### config.mk
export PLATFORM = sky130hd
export DESIGN_NAME = mem_arbiter
export DESIGN_NICKNAME = d
export VERILOG_FILES = /design/src/rtl/mem_arbiter_pkg.sv /design/src/rtl/mem_arbiter_req.sv /design/src/rtl/mem_arbiter.sv
export SDC_FILE = /design/constraint.sdc
export NUM_CORES = 1
export LEC_CHECK = 0
export ABC_CLOCK_PERIOD_IN_PS = 2600
export CORE_MARGIN = 4
export CORE_UTILIZATION = 50
export DETAILED_ROUTE_END_ITERATION = 6
export GPL_ROUTABILITY_DRIVEN = 0
export PLACE_DENSITY = 0.88
export SYNTH_ARGS = -nofsm -noshare
export SYNTH_HDL_FRONTEND = slang
export SYNTH_HIERARCHICAL = 1
export SYNTH_SLANG_ARGS = --single-unit
### constraint.sdc
create_clock -name clk -period 2.6 [get_ports clk]
set_input_delay 0.52 -clock clk [delete_from_list [all_inputs] [get_ports clk]]
set_output_delay 0.52 -clock clk [all_outputs]
set_load 0.03 [all_outputs]
### src/rtl/mem_arbiter_pkg.sv
// Shared types for the memory arbiter slice: opaque request/response payloads,
// arbiter state encoding and the grant-selection helper.
// Combinational helpers only; no storage and no flow control live here.
package mem_arbiter_pkg;

  // Payloads pass through the arbiter untouched; fields exist for the producers/consumers.
  typedef struct packed {
    logic [31:0] addr;
    logic [31:0] wdata;
    logic [3:0]  wstrb;
    logic        we;
  } memreq;

  typedef struct packed {
    logic [31:0] rdata;
    logic        err;
  } memresp;

  typedef enum logic [1:0] {
    IDLE       = 2'd0,
    BUSY_FETCH = 2'd1,
    BUSY_MEM   = 2'd2
  } arb_state_e;

  // Returns 1 when the data (mem) side should be granted.
  // Under contention: fixed priority picks mem; round-robin picks whichever
  // side did not win the previous contended decision.
  function automatic logic pick_mem(input logic fetch_vld,
                                    input logic mem_vld,
                                    input logic rr_en,
                                    input logic mem_won_last);
    if (fetch_vld && mem_vld) begin
      return rr_en ? !mem_won_last : 1'b1;
    end
    return mem_vld;
  endfunction

endpackage

### src/rtl/mem_arbiter_req.sv
// req_slot: one-entry holding register for an upstream request, with overflow flag.
// Latency: loaded value visible the cycle after the load pulse.
// Backpressure: none; a load while occupied (or while the side is outstanding) is dropped and flagged.
// Ports: load/load_dat capture a request, clr empties the slot, busy marks the side as
//        outstanding downstream, vld/dat present the held request, overflow flags a dropped load.
module req_slot
  import mem_arbiter_pkg::*;
(
  input  logic  clk,
  input  logic  rstn,
  input  logic  load,
  input  memreq load_dat,
  input  logic  clr,
  input  logic  busy,
  output logic  vld,
  output memreq dat,
  output logic  overflow
);

  // A side may only have one request in flight, whether it is still held here
  // or already issued downstream.
  assign overflow = load & (vld | busy);

  always_ff @(posedge clk or negedge rstn) begin
    if (!rstn) begin
      vld <= 1'b0;
      dat <= '0;
    end else begin
      // Load and clear never coincide usefully: a load with vld set is an overflow.
      if (load && !overflow) begin
        vld <= 1'b1;
        dat <= load_dat;
      end else if (clr) begin
        vld <= 1'b0;
      end
    end
  end

endmodule

### src/rtl/mem_arbiter.sv
// mem_arbiter: merges fetch and data memory ports onto one downstream memory port.
// Latency: request pulse -> bus request 2 cycles; bus response -> upstream response 1 cycle.
// Backpressure: none (pulse handshakes); one request buffered per side, extra requests dropped and flagged.
// Ports: fetch_* and mem_* are the upstream request/response pairs, bus_* the downstream pair,
//        protocol_error is a sticky flag for an upstream request made while that side was busy.
module mem_arbiter
  import mem_arbiter_pkg::*;
#(
  parameter int ROUND_ROBIN = 0
) (
  input  logic   clk,
  input  logic   rstn,
  input  logic   fetch_request_enable,
  input  memreq  fetch_request,
  output logic   fetch_response_enable,
  output memresp fetch_response,
  input  logic   mem_request_enable,
  input  memreq  mem_request,
  output logic   mem_response_enable,
  output memresp mem_response,
  output logic   bus_request_enable,
  output memreq  bus_request,
  input  logic   bus_response_enable,
  input  memresp bus_response,
  output logic   protocol_error
);

  localparam logic RR_EN = (ROUND_ROBIN != 0);

  arb_state_e state_q, state_d;

  logic  fetch_vld, mem_vld;
  logic  fetch_ovf, mem_ovf;
  memreq fetch_dat, mem_dat;
  logic  grant, grant_mem;
  logic  arb_window;
  // Side that won the most recent contended grant; reset = fetch, so mem wins first.
  logic  mem_won_last;

  req_slot u_fetch_slot (
    .clk      (clk),
    .rstn     (rstn),
    .load     (fetch_request_enable),
    .load_dat (fetch_request),
    .clr      (grant & ~grant_mem),
    .busy     (state_q == BUSY_FETCH),
    .vld      (fetch_vld),
    .dat      (fetch_dat),
    .overflow (fetch_ovf)
  );

  req_slot u_mem_slot (
    .clk      (clk),
    .rstn     (rstn),
    .load     (mem_request_enable),
    .load_dat (mem_request),
    .clr      (grant & grant_mem),
    .busy     (state_q == BUSY_MEM),
    .vld      (mem_vld),
    .dat      (mem_dat),
    .overflow (mem_ovf)
  );

  always_ff @(posedge clk or negedge rstn) begin
    if (!rstn) begin
      state_q <= IDLE;
    end else begin
      state_q <= state_d;
    end
  end

  // The bus is free either when idle or in the cycle its response arrives;
  // in the latter case a held request is issued back-to-back.
  always_comb begin
    state_d    = state_q;
    grant      = 1'b0;
    grant_mem  = 1'b0;
    arb_window = 1'b0;
    case (state_q)
      IDLE:                 arb_window = 1'b1;
      BUSY_FETCH, BUSY_MEM: arb_window = bus_response_enable;
      default:              arb_window = 1'b1;
    endcase
    if (arb_window) begin
      if (fetch_vld || mem_vld) begin
        grant     = 1'b1;
        grant_mem = pick_mem(fetch_vld, mem_vld, RR_EN, mem_won_last);
        state_d   = grant_mem ? BUSY_MEM : BUSY_FETCH;
      end else begin
        state_d   = IDLE;
      end
    end
  end

  always_ff @(posedge clk or negedge rstn) begin
    if (!rstn) begin
      bus_request_enable    <= 1'b0;
      bus_request           <= '0;
      fetch_response_enable <= 1'b0;
      fetch_response        <= '0;
      mem_response_enable   <= 1'b0;
      mem_response          <= '0;
      protocol_error        <= 1'b0;
      mem_won_last          <= 1'b0;
    end else begin
      bus_request_enable <= grant;
      if (grant) begin
        bus_request <= grant_mem ? mem_dat : fetch_dat;
      end
      // The pointer only moves on contended decisions, so simultaneous pairs
      // alternate their leader from one round to the next.
      if (grant && fetch_vld && mem_vld) begin
        mem_won_last <= grant_mem;
      end

      // A response with no owner (IDLE) is discarded.
      fetch_response_enable <= bus_response_enable && (state_q == BUSY_FETCH);
      if (bus_response_enable && (state_q == BUSY_FETCH)) begin
        fetch_response <= bus_response;
      end
      mem_response_enable <= bus_response_enable && (state_q == BUSY_MEM);
      if (bus_response_enable && (state_q == BUSY_MEM)) begin
        mem_response <= bus_response;
      end

      if (fetch_ovf || mem_ovf) begin
        protocol_error <= 1'b1;
      end
    end
  end

endmodule

# [After elaboration in Yosys (flattened, before gate mapping)]
# Cells that the tools add are included.
[word_totals] in_bits=176 output_inout_bits=139 regBits=281 word_cells=63
[op_classes] n_bitwise=7 mux=19 n_reduce_logical=12 n_eq_ne=2
[op_table] operator="2-to-1 mux 69 bit" count=1
[op_table] operator="2-to-1 mux 1 bit" count=16
[op_table] operator="logical AND 1 bit" count=5
[op_table] operator="bitwise AND 1 bit" count=4
[op_table] operator="2-to-1 mux 2 bit" count=2
[op_table] operator="nonzero test 2 bit" count=2
[op_table] operator="== test 2 x 1 -> 1 bit (second input constant)" count=1
[op_table] operator="== test 2 bit (second input constant)" count=1
[op_table] operator="zero test 1 bit" count=2
[op_table] operator="logical OR 1 bit" count=2
[op_table] operator="bitwise OR 1 bit" count=2
[op_table] operator="OR reduction 2 bit" count=1
[op_table] operator="NOT 1 bit" count=1

# [Logic depth before layout (Yosys ltp)]
# Gate-level depths: netlist of the first run.
[depth] ltp_word=13 mapped_depth=9 depth_no_buf=6

# [Hierarchy]
# Netlist of the first run, hierarchy kept.
[by_module_without_submodules] mod="mem_arbiter" seq_area_each_um2=3528.4 area_per_inst_um2=6756.5 instances=1 cells_per_inst=560
[by_module_without_submodules] mod="req_slot" seq_area_each_um2=1751.7 area_per_inst_um2=2645.0 instances=2 cells_per_inst=150

# [Worst setup path after synthesis of the first run]
# Ideal clock, no wire load.
[synth_path] path_type="reg-to-reg" from="register state_q[0]" to="register u_mem_slot/dat[58] in the netlist's numbering" setup_time_ns=0.125 required_time_ns=2.475 synth_period_minus_slack_ns=1.680 arrival_time_ns=1.555 path_slack_ns=0.920 stages_incl_launch_ff=6 n_path_buf=1 path_cell_list="dfrtp_1 -> inv_1 -> ha_1 -> nor3b_4 -> buf_6 -> mux2_2"
[synth_via] elab_chain_cells=5
[synth_rtl] item="from (decl)" line_no="mem_arbiter.sv:30" text="arb_state_e state_q, state_d;"
[synth_rtl] item="from (signal assigned)" line_no="mem_arbiter.sv:68" text="state_q <= state_d;"
[synth_rtl] item="== test 2 bit" line_no="mem_arbiter.sv:58" text=".busy (state_q == BUSY_MEM),"
[synth_rtl] item="bitwise OR 1 bit" line_no="mem_arbiter_req.sv:22" text="assign overflow = load & (vld | busy);"
[synth_rtl] item="bitwise AND 1 bit" line_no="mem_arbiter_req.sv:22"
[synth_rtl] item="zero test 1 bit" line_no="mem_arbiter_req.sv:30" text="if (load && !overflow) begin"
[synth_rtl] item="logical AND 1 bit" line_no="mem_arbiter_req.sv:30"
[synth_rtl] item="to (signal assigned)" line_no="mem_arbiter_req.sv:32" text="dat <= load_dat;"
[synth_rtl] item="to (decl)" line_no="mem_arbiter_req.sv:16" text="output memreq dat,"
# No other way between the ends.
# A chain may end at the register's enable or synchronous reset.

# [Final worst setup path of the first run]
[layout_path] from="register bus_request[45] in the netlist's numbering" to="output bus_request[45] in the netlist's numbering"
[layout_lines] item="from (decl)" line_no="mem_arbiter.sv:22" text="output memreq bus_request,"
[layout_lines] item="from (signal assigned)" line_no="mem_arbiter.sv:108" text="bus_request <= grant_mem ? mem_dat : fetch_dat;"
# No word-level cell between the ends.

==> results of run 1 <==
-- layer usage --
layer / wire [um] / up-vias / share of wire, % / GRT usage (%)
met5: 27 / - / 0.081 / 0
met4: 1178 / 4 / 3.5 / 8.692
met3: 3428 / 73 / 10 / 9.261
met2: 15660 / 384 / 47 / 39.64
met1: 13160 / 4283 / 39 / 31.77
li1: - / 3803 / - / -
-- synthesized netlist by cell type --
master	n	area share, %
nand2b_1	69	3.6
inv_1	6	0.19
dfrtp_1	281	58
o21a_1	2	0.12
nor3b_4	2	0.31
buf_4	4	0.25
mux2_1	12	1.1
a221o_1	69	5.7
buf_2	37	1.5
or3_1	1	0.052
a21oi_1	69	2.9
buf_1	1	0.031
nor2_2	1	0.052
clkbuf_1	12	0.37
nor3b_2	1	0.10
nor2_1	2	0.062
nor2b_1	1	0.052
o211ai_2	10	1.0
nand2_2	2	0.10
ha_1	2	0.21
o211ai_1	59	3.7
a21o_1	4	0.25
mux2_2	192	18
buf_6	21	2.0
-- through the flow --
step,hold slack [ns],power [W],std cells
6_report,-0.007457,0.02373,1503
5_1_grt,0.02558,0.02504,1503
4_1_cts,0.01168,0.02393,1502
3_5_place_dp,0.4716,0.01947,1447
3_3_place_gp,0.4678,0.01905,1447
2_1_floorplan,0.2244,0.01538,860
-- where the power goes --
| group | internal (W) | switching, W |
|---|---|---|
| clock | 0.00257 | 0.00170 |
| sequential | 0.00666 | 0.00149 |
| combinational | 0.00539 | 0.00591 |
-- flip-flops by register name (all words and copies together), names as in the netlist, 2 cells and up --
signal,flops
bus_request,69
fetch_response,33
mem_response,33
state_q,2
u_fetch_slot/dat,69
u_mem_slot/dat,69
-- cell type report --
type	count	area share (%)
clock buffers	46	5.482
flip-flops and latches	281	42.76
multi-input cells	498	27.39
repair buffers	343	21.18
diodes	1	0.01521
inverters	6	0.1369
clock inverters	9	0.6158
well taps	319	2.425
-- cells in the final DEF, fill, tap and decap left out, drive strengths merged, types with 2 or more instances in the layout --
master / netlist / layout
a21oi: 69 / 69
nand2: 2 / 2
inv: 6 / 6
nand2b: 69 / 69
buf: 63 / 31
a21o: 4 / 4
o211ai: 69 / 69
dfrtp: 281 / 281
clkbuf: 12 / 46
bufinv: 0 / 2
nor2: 3 / 3
clkdlybuf4s50: 0 / 312
ha: 2 / 2
nor3b: 3 / 3
o21a: 2 / 2
clkinv: 0 / 6
mux2: 204 / 204
a221o: 69 / 69
-- cell families after synthesis --
logic type | Yosys count | synth area share (%)
buffers and inverters | 81 | 4.341
muxes | 204 | 19.07
and+or+nand+nor | 79 | 4.321
DFF | 281 | 58.37
adders and majority gates | 2 | 0.2077
AOI/OAI and AO/OA | 213 | 13.69
-- path summary, 6_finish.rpt --
check / startpoint / to / slack, ns / cells after the start
min in group clk: protocol_error / protocol_error / 0.48 / 1
min: rstn / u_fetch_slot/dat[36] / -0.007 / 1
min reg2reg: protocol_error / protocol_error / 0.48 / 1
max reg2reg: state_q[1] / bus_request[29] / 0.52 / 4
max in group asynchronous: rstn / u_fetch_slot/dat[17] / 1.86 / 2
max: bus_request[45] / bus_request[45] / 0.37 / 1
==> impl_metrics.ini, run 1 <==
[cts]
clk_pin_slew_ns = 0.06
numClockSinks = 281
cts_inserted_buffers = 30
ctsHoldBuffers = 0
cts-root-buf = clkbuf_16
cts_tree = built
cts_max_level = 1
cts_setup_buffers = 0
cts_resized = 0
insertion_delay_ns = 0.55
clockBufferDepth = 3

[die]
fp.dieH_um = 163.2
die_w_um = 163.2
ioPinCount = 315
rows = 56
dieArea_um2 = 26640
coreArea_um2 = 23610
floorplan.initialDensity_pct = 51.02

[critical_path]
timing.critical_path.buf_inv = 1
max_stage_delay_ns = 0.77
critPathSlowestCell = clkdlybuf4s50_1
critical_path_class = reg -> out
start_kind = flop
worstPathRequired_ns = 2.08
crit_fanout = 3
crit_chain = clkdlybuf4s50_1
crit_family = buffers and inverters
critPathArrivalTime_ns = 1.71
critPathCaptureType = primary output

[detailed_routing]
routedWlPerCell_um = 22.26
drc = 0
postRouteWirelength_um = 33450
viasPerCell = 5.687
dr.pass1.iters = 5
final_antenna_net_count = 0
drt-initial-drc-count = 552
route.vias.total = 8547

[logic_synthesis]
syn_nets = 1038
syn_inst = 860
ys_seq_elements = 281
synth.avg_cell_area_um2 = 14.01
ys_seq_area_share_pct = 58.37
ys.warnings.count = 6
synth_area_um2 = 12050
synth_cell_types = 24

[cells_and_area]
n_fill_cell = 1607
final_util_pct = 69.70
drive_gt1_share_pct = 24.51
fin_nets = 1338
syn_to_final_growth_pct = 36.61
register_area_um2 = 7037
fin_area_um2 = 16460
multi_input_area_um2 = 4507

[min_path]
hp-class = in -> async

[timing]
tightest_slew_ns = 0.7130
layout_min_cycle_time_ns = 2.233
hold_viol = 3
rsz0062_at_grt = no
fmax_mhz = 447.7
finalSetupTns_ns = 0
slew_headroom_pct = 52.47
layout_setup_ws_ns = 0.3665
drv_slew = 0
worst_hold_slack_ns = -0.007457
period_share_pct = 85.90
setup_viol = 0
fin_worst_skew_ns = 0.02099

[placement]
portBuffers = 314
placed_area_um2 = 15450
hpwlAfterDp_um = 22350
pre_cts_ws_ns = 0.4540

[pwr]
powerDensity_nw_per_um2 = 1442
vdd_drop_max_mv = 1.015
p_leak_nw = 6.708

[global_route]
grt_pass1_vias = 9421
antenna_found_initial = 3
grt_pass1_wl_um = 52710
grt_start_max_net_pins = 86
track_usage_pct = 24.96
grt-ovfl-total = 0

[outcome]
violations = hold timing
outcome = finished, violations left

[flow_run]
max_cap_viol_count = 0
No activity file was read; power rests on OpenSTA's default activity.
==> run 2: changes to the inputs <==
--- a/config.mk
+++ b/config.mk
@@ -10,6 +10,7 @@
 export CORE_UTILIZATION = 50
 export DETAILED_ROUTE_END_ITERATION = 6
 export GPL_ROUTABILITY_DRIVEN = 0
+export HOLD_SLACK_MARGIN = 0.05
 export PLACE_DENSITY = 0.88
 export SYNTH_ARGS = -nofsm -noshare
 export SYNTH_HDL_FRONTEND = slang
==> run 2 against run 1 <==
The flow now finishes without violations. Maximum frequency about the same. Flip-flop and latch count unchanged. First-iteration DRC count increased by 4.5%. Sequential share of layout area about the same. Register-to-register slack about the same. Die area unchanged. Clock-buffer cell count unchanged. Clock power about the same. Final cell count about the same.
==> impl_metrics.ini, run 2 (synthesis results as in run 1) <==
[cts]
ctsHoldBuffers = 1
cts_setup_buffers = 0
numClockSinks = 281
clockBufferDepth = 3
cts-root-buf = clkbuf_16
clk_pin_slew_ns = 0.06
cts_max_level = 1
cts_resized = 0
cts_tree = built
cts_inserted_buffers = 30
insertion_delay_ns = 0.55

[critical_path]
timing.critical_path.buf_inv = 1
max_stage_delay_ns = 0.77
crit_fanout = 3
worstPathRequired_ns = 2.08
start_kind = flop
crit_family = buffers and inverters
critPathArrivalTime_ns = 1.71
critical_path_class = reg -> out
critPathSlowestCell = clkdlybuf4s50_1
crit_chain = clkdlybuf4s50_1
critPathCaptureType = primary output

[detailed_routing]
final_antenna_net_count = 0
wl_met2_um = 15650
m1WireLength_um = 13170
routed-wl-met3_um = 3472
viasPerCell = 5.698
dr.max_layer_used = met5
routedWlPerCell_um = 22.26
dr.pass1.iters = 5
drt-initial-drc-count = 577
drc = 0
postRouteWirelength_um = 33480
route.vias.total = 8570

[timing]
finalSetupTns_ns = 0
fmax_mhz = 448.2
tightest_slew_ns = 0.7086
hold_viol = 0
period_share_pct = 85.82
slew_headroom_pct = 52.76
setup_viol = 0
rsz0062_at_grt = no
layout_min_cycle_time_ns = 2.231
drv_slew = 0
fin_worst_skew_ns = 0.02069

[cells_and_area]
drive_gt1_share_pct = 24.49
fin_nets = 1339
syn_to_final_growth_pct = 36.69
multi_input_area_um2 = 4507
register_area_um2 = 7037
mostFrequentLayoutCell = clkdlybuf4s50_1
layout.cells.most_common_list = clkdlybuf4s50_1, dfrtp_1, mux2_2
fin_area_um2 = 16470
reg_top3 = bus_request x69, u_fetch_slot/dat x69, u_mem_slot/dat x69
n_fill_cell = 1606

[pwr]
power.switching_w = 0.009117
power_frac_seq_pct = 34.3
clockPowerShare_pct = 18.0
powerDensity_nw_per_um2 = 1441
p_leak_nw = 6.712
sw_frac_of_total_pct = 38.41
comb_power_share_pct = 47.7
vdd_drop_max_mv = 1.015
internal_power_w = 0.01462

[global_route]
track_usage_pct = 24.96
grt-ovfl-total = 0
grt_start_max_net_pins = 86
antenna_found_initial = 3
grt_pass1_wl_um = 52710
grt_pass1_vias = 9421

[die]
floorplan.initialDensity_pct = 51.02
rows = 56
coreArea_um2 = 23610
ioPinCount = 315
die_w_um = 163.2
dieArea_um2 = 26640
fp.dieH_um = 163.2

[outcome]
outcome = finished clean

[placement]
hpwlAfterDp_um = 22350
portBuffers = 314
placed_area_um2 = 15450

[flow_run]
max_cap_viol_count = 0

[min_path]
hp-class = reg -> reg
-- run 2: changes by cell type in the layout (fill, tap and decap cells not counted), sizes merged --
cell	previous run	this run
dlygate4sd3	0	1
-- run 2: worst paths after layout --
path / startpoint / endpoint / slack [ns] / cells past startpoint
max: bus_request[45] / bus_request[45] / 0.37 / 1
min: protocol_error / protocol_error / 0.48 / 1
max reg2reg: state_q[1] / bus_request[29] / 0.51 / 4
min reg2reg: protocol_error / protocol_error / 0.48 / 1
max in group asynchronous: rstn / u_fetch_slot/dat[17] / 1.26 / 3
min in group asynchronous: rstn / u_fetch_slot/dat[36] / 0.59 / 2
-- run 2: metrics by stage --
step	util [%]	cells	total power [W]	setup WS, ns	hold slack [ns]
2_1_floorplan	-	860	0.01538	0.9200	0.2244
3_3_place_gp	65.44	1447	0.01905	0.5134	0.4678
3_5_place_dp	65.44	1447	0.01947	0.4540	0.4716
4_1_cts	69.73	1503	0.02393	0.3098	0.4846
5_1_grt	69.74	1504	0.02504	0.2948	0.5141
6_report	69.74	1504	0.02374	0.3688	0.4833
-- run 2: power groups by stage --
| stage | Sequential, W | Combinational (W) | Clock [W] |
|---|---|---|---|
| global placement | 0.00804 | 0.0110 | 0 |
| global route | 0.00842 | 0.0121 | 0.00456 |
| floorplan | 0.00987 | 0.00551 | 0 |
| detailed placement | 0.00819 | 0.0113 | 0 |
| CTS | 0.00815 | 0.0114 | 0.00438 |
| finish | 0.00815 | 0.0113 | 0.00428 |
-- run 2: area by class of cell --
type / count / area share, %
Tap cell: 319 / 2.424
Antenna cell: 1 / 0.01520
Multi-Input combinational cell: 498 / 27.37
Inverter: 6 / 0.1368
Clock buffer: 46 / 5.478
Timing Repair Buffer: 344 / 21.23
Sequential cell: 281 / 42.73
Clock inverter: 9 / 0.6155
-- run 2: metal layers --
layer  vias to the layer above  global-route usage (%)
met4                         4                   8.692
li1                       3807                       -
met1                      4293                   31.77
met5                         -                       0
met3                        71                   9.261
met2                       395                   39.64
==> run 3: changes to the inputs <==
--- a/config.mk
+++ b/config.mk
@@ -7,11 +7,12 @@
 export LEC_CHECK = 0
 export ABC_CLOCK_PERIOD_IN_PS = 2600
 export CORE_MARGIN = 4
-export CORE_UTILIZATION = 50
+export CORE_UTILIZATION = 53
 export DETAILED_ROUTE_END_ITERATION = 6
 export GPL_ROUTABILITY_DRIVEN = 0
 export HOLD_SLACK_MARGIN = 0.05
-export PLACE_DENSITY = 0.88
+export PLACE_DENSITY = 0.92
+export SLEW_MARGIN = 20
 export SYNTH_ARGS = -nofsm -noshare
 export SYNTH_HDL_FRONTEND = slang
 export SYNTH_HIERARCHICAL = 1
==> run 3 against run 2 <==
Global-route usage up 1.4 points. Non-clock buffer count down 6. Hold slack better by 0.014 ns. Worst setup slack worse by 0.090 ns. Design area down 1.0%. Via count up 1.8%. Utilization up 4.0 points. Clock-buffer cell count unchanged. Combinational power about the same. Sequential share of layout area up 0.44 points. Die area down 5.4%. Clock skew down 0.0068 ns. Critical endpoint is now bus_request[60]. Largest cell class unchanged. Largest power group unchanged.
==> impl_metrics.ini, run 3 (synthesis results as in run 1) <==
[die]
coreArea_um2 = 22090
fp.dieH_um = 158.8
dieArea_um2 = 25200
floorplan.initialDensity_pct = 54.52
rows = 54
die_w_um = 158.8
ioPinCount = 315

[detailed_routing]
postRouteWirelength_um = 34050
viasPerCell = 5.979
routedWlPerCell_um = 23.34
final_antenna_net_count = 0
dr.pass1.iters = 5
route.vias.total = 8724
drc = 0
drt-initial-drc-count = 617

[pwr]
totalPowerFinal_w = 0.02360
powerDensity_nw_per_um2 = 1448
p_leak_nw = 6.649
vdd_drop_max_mv = 0.9164

[outcome]
outcome = finished clean

[critical_path]
start_kind = flop
r2r_start = state_q[0]
worstPathRequired_ns = 3.07
reg2reg_depth = 6
r2r-end = bus_request[60]
critPathArrivalTime_ns = 2.79
critical_path_class = reg -> reg
crit_path_start = state_q[0]
crit_fanout = 42
critPathCaptureType = flop
ff2ff_setup_slack_ns = 0.28

[cts]
cts_resized = 0
cts_inserted_buffers = 30
ctsHoldBuffers = 1
clk_pin_slew_ns = 0.06
insertion_delay_ns = 0.55
cts_setup_buffers = 0
cts_max_level = 1
cts-root-buf = clkbuf_16
numClockSinks = 281
cts_tree = built
clockBufferDepth = 3

[timing]
period_share_pct = 89.29
drv_slew = 0
tightest_slew_ns = 0.7129
layout_min_cycle_time_ns = 2.322
setup_viol = 0
finalSetupTns_ns = 0
rsz0062_at_grt = no
slew_headroom_pct = 52.47
fin_worst_skew_ns = 0.01385
layout_setup_ws_ns = 0.2785
fmax_mhz = 430.8
hold_viol = 0

[cells_and_area]
drive_gt1_share_pct = 23.91
mostFrequentLayoutCell = clkdlybuf4s50_1
reg_top3 = bus_request x69, u_fetch_slot/dat x69, u_mem_slot/dat x69
syn_to_final_growth_pct = 35.30
fin_nets = 1333
layout.cells.most_common_list = clkdlybuf4s50_1, dfrtp_1, mux2_2

[global_route]
grt_pass1_wl_um = 54100
track_usage_pct = 26.36
grt_start_max_net_pins = 143
grt-ovfl-total = 0
grt_pass1_vias = 9506
antenna_found_initial = 4

[placement]
portBuffers = 314
pre_cts_ws_ns = 0.3377
hpwlAfterDp_um = 22180

[flow_run]
max_cap_viol_count = 0

[min_path]
hp-class = in -> async
-- run 3: changes by cell type in the layout (fill, tap and decap cells not counted) --
cell | previous run | this run
diode_2 | 1 | 4
clkinv_2 | 5 | 4
buf_4 | 19 | 16
clkinv_4 | 1 | 0
buf_12 | 10 | 7
bufinv_16 | 2 | 1
-- run 3: per-stage QoR --
| step | area (um2) | cells | utilization (%) | hold WS (ns) |
|---|---|---|---|---|
| final | 16300 | 1459 | 73.77 | 0.4970 |
| after floorplan | 12050 | 860 | - | 0.2244 |
| after global placement | 15320 | 1402 | 69.34 | 0.4485 |
| after CTS | 16290 | 1455 | 73.73 | 0.4950 |
| after global routing | 16300 | 1458 | 73.76 | 0.4989 |
| after detailed placement | 15320 | 1402 | 69.34 | 0.4813 |
-- run 3: worst max path at each step --
stage	cells after the start	end
floorplan	5	u_mem_slot/dat[58]
global placement	6	bus_request[38]
detailed placement	6	bus_request[45]
CTS	6	bus_request[2]
global route	6	bus_request[60]
finish	6	bus_request[60]
-- run 3: power by group --
part | internal [W] | switching [W]
Clock | 0.00246 | 0.00168
Combinational | 0.00532 | 0.00600
Sequential | 0.00666 | 0.00149
-- run 3: worst max-delay path, cell delays in order, from the launching register on --
cell     delay (ns)
dfrtp_1        0.38
inv_1          0.06
ha_2           0.78
nor2_4         0.12
nor2b_4        0.14
buf_4          0.48
a221o_1        0.26
-- run 3: final cells by class --
| class | instances | area [um2] |
|---|---|---|
| Antenna cell | 4 | 10.01 |
| Clock buffer | 46 | 902.1 |
| Clock inverter | 6 | 57.56 |
| Fill cell | 1362 | 5794 |
| Inverter | 6 | 22.52 |
| Multi-Input combinational cell | 498 | 4507 |
| Sequential cell | 281 | 7037 |
| Tap cell | 280 | 350.3 |
| Timing Repair Buffer | 338 | 3413 |
-- run 3: per-layer routing --
layer | up-vias | global-route usage [%] | part of all wire, %
met3 | 81 | 9.228 | 11
met4 | 4 | 10.26 | 3.5
met5 | - | 0.5682 | 0.085
li1 | 3789 | - | -
met2 | 484 | 42.43 | 48
met1 | 4366 | 33.02 | 38
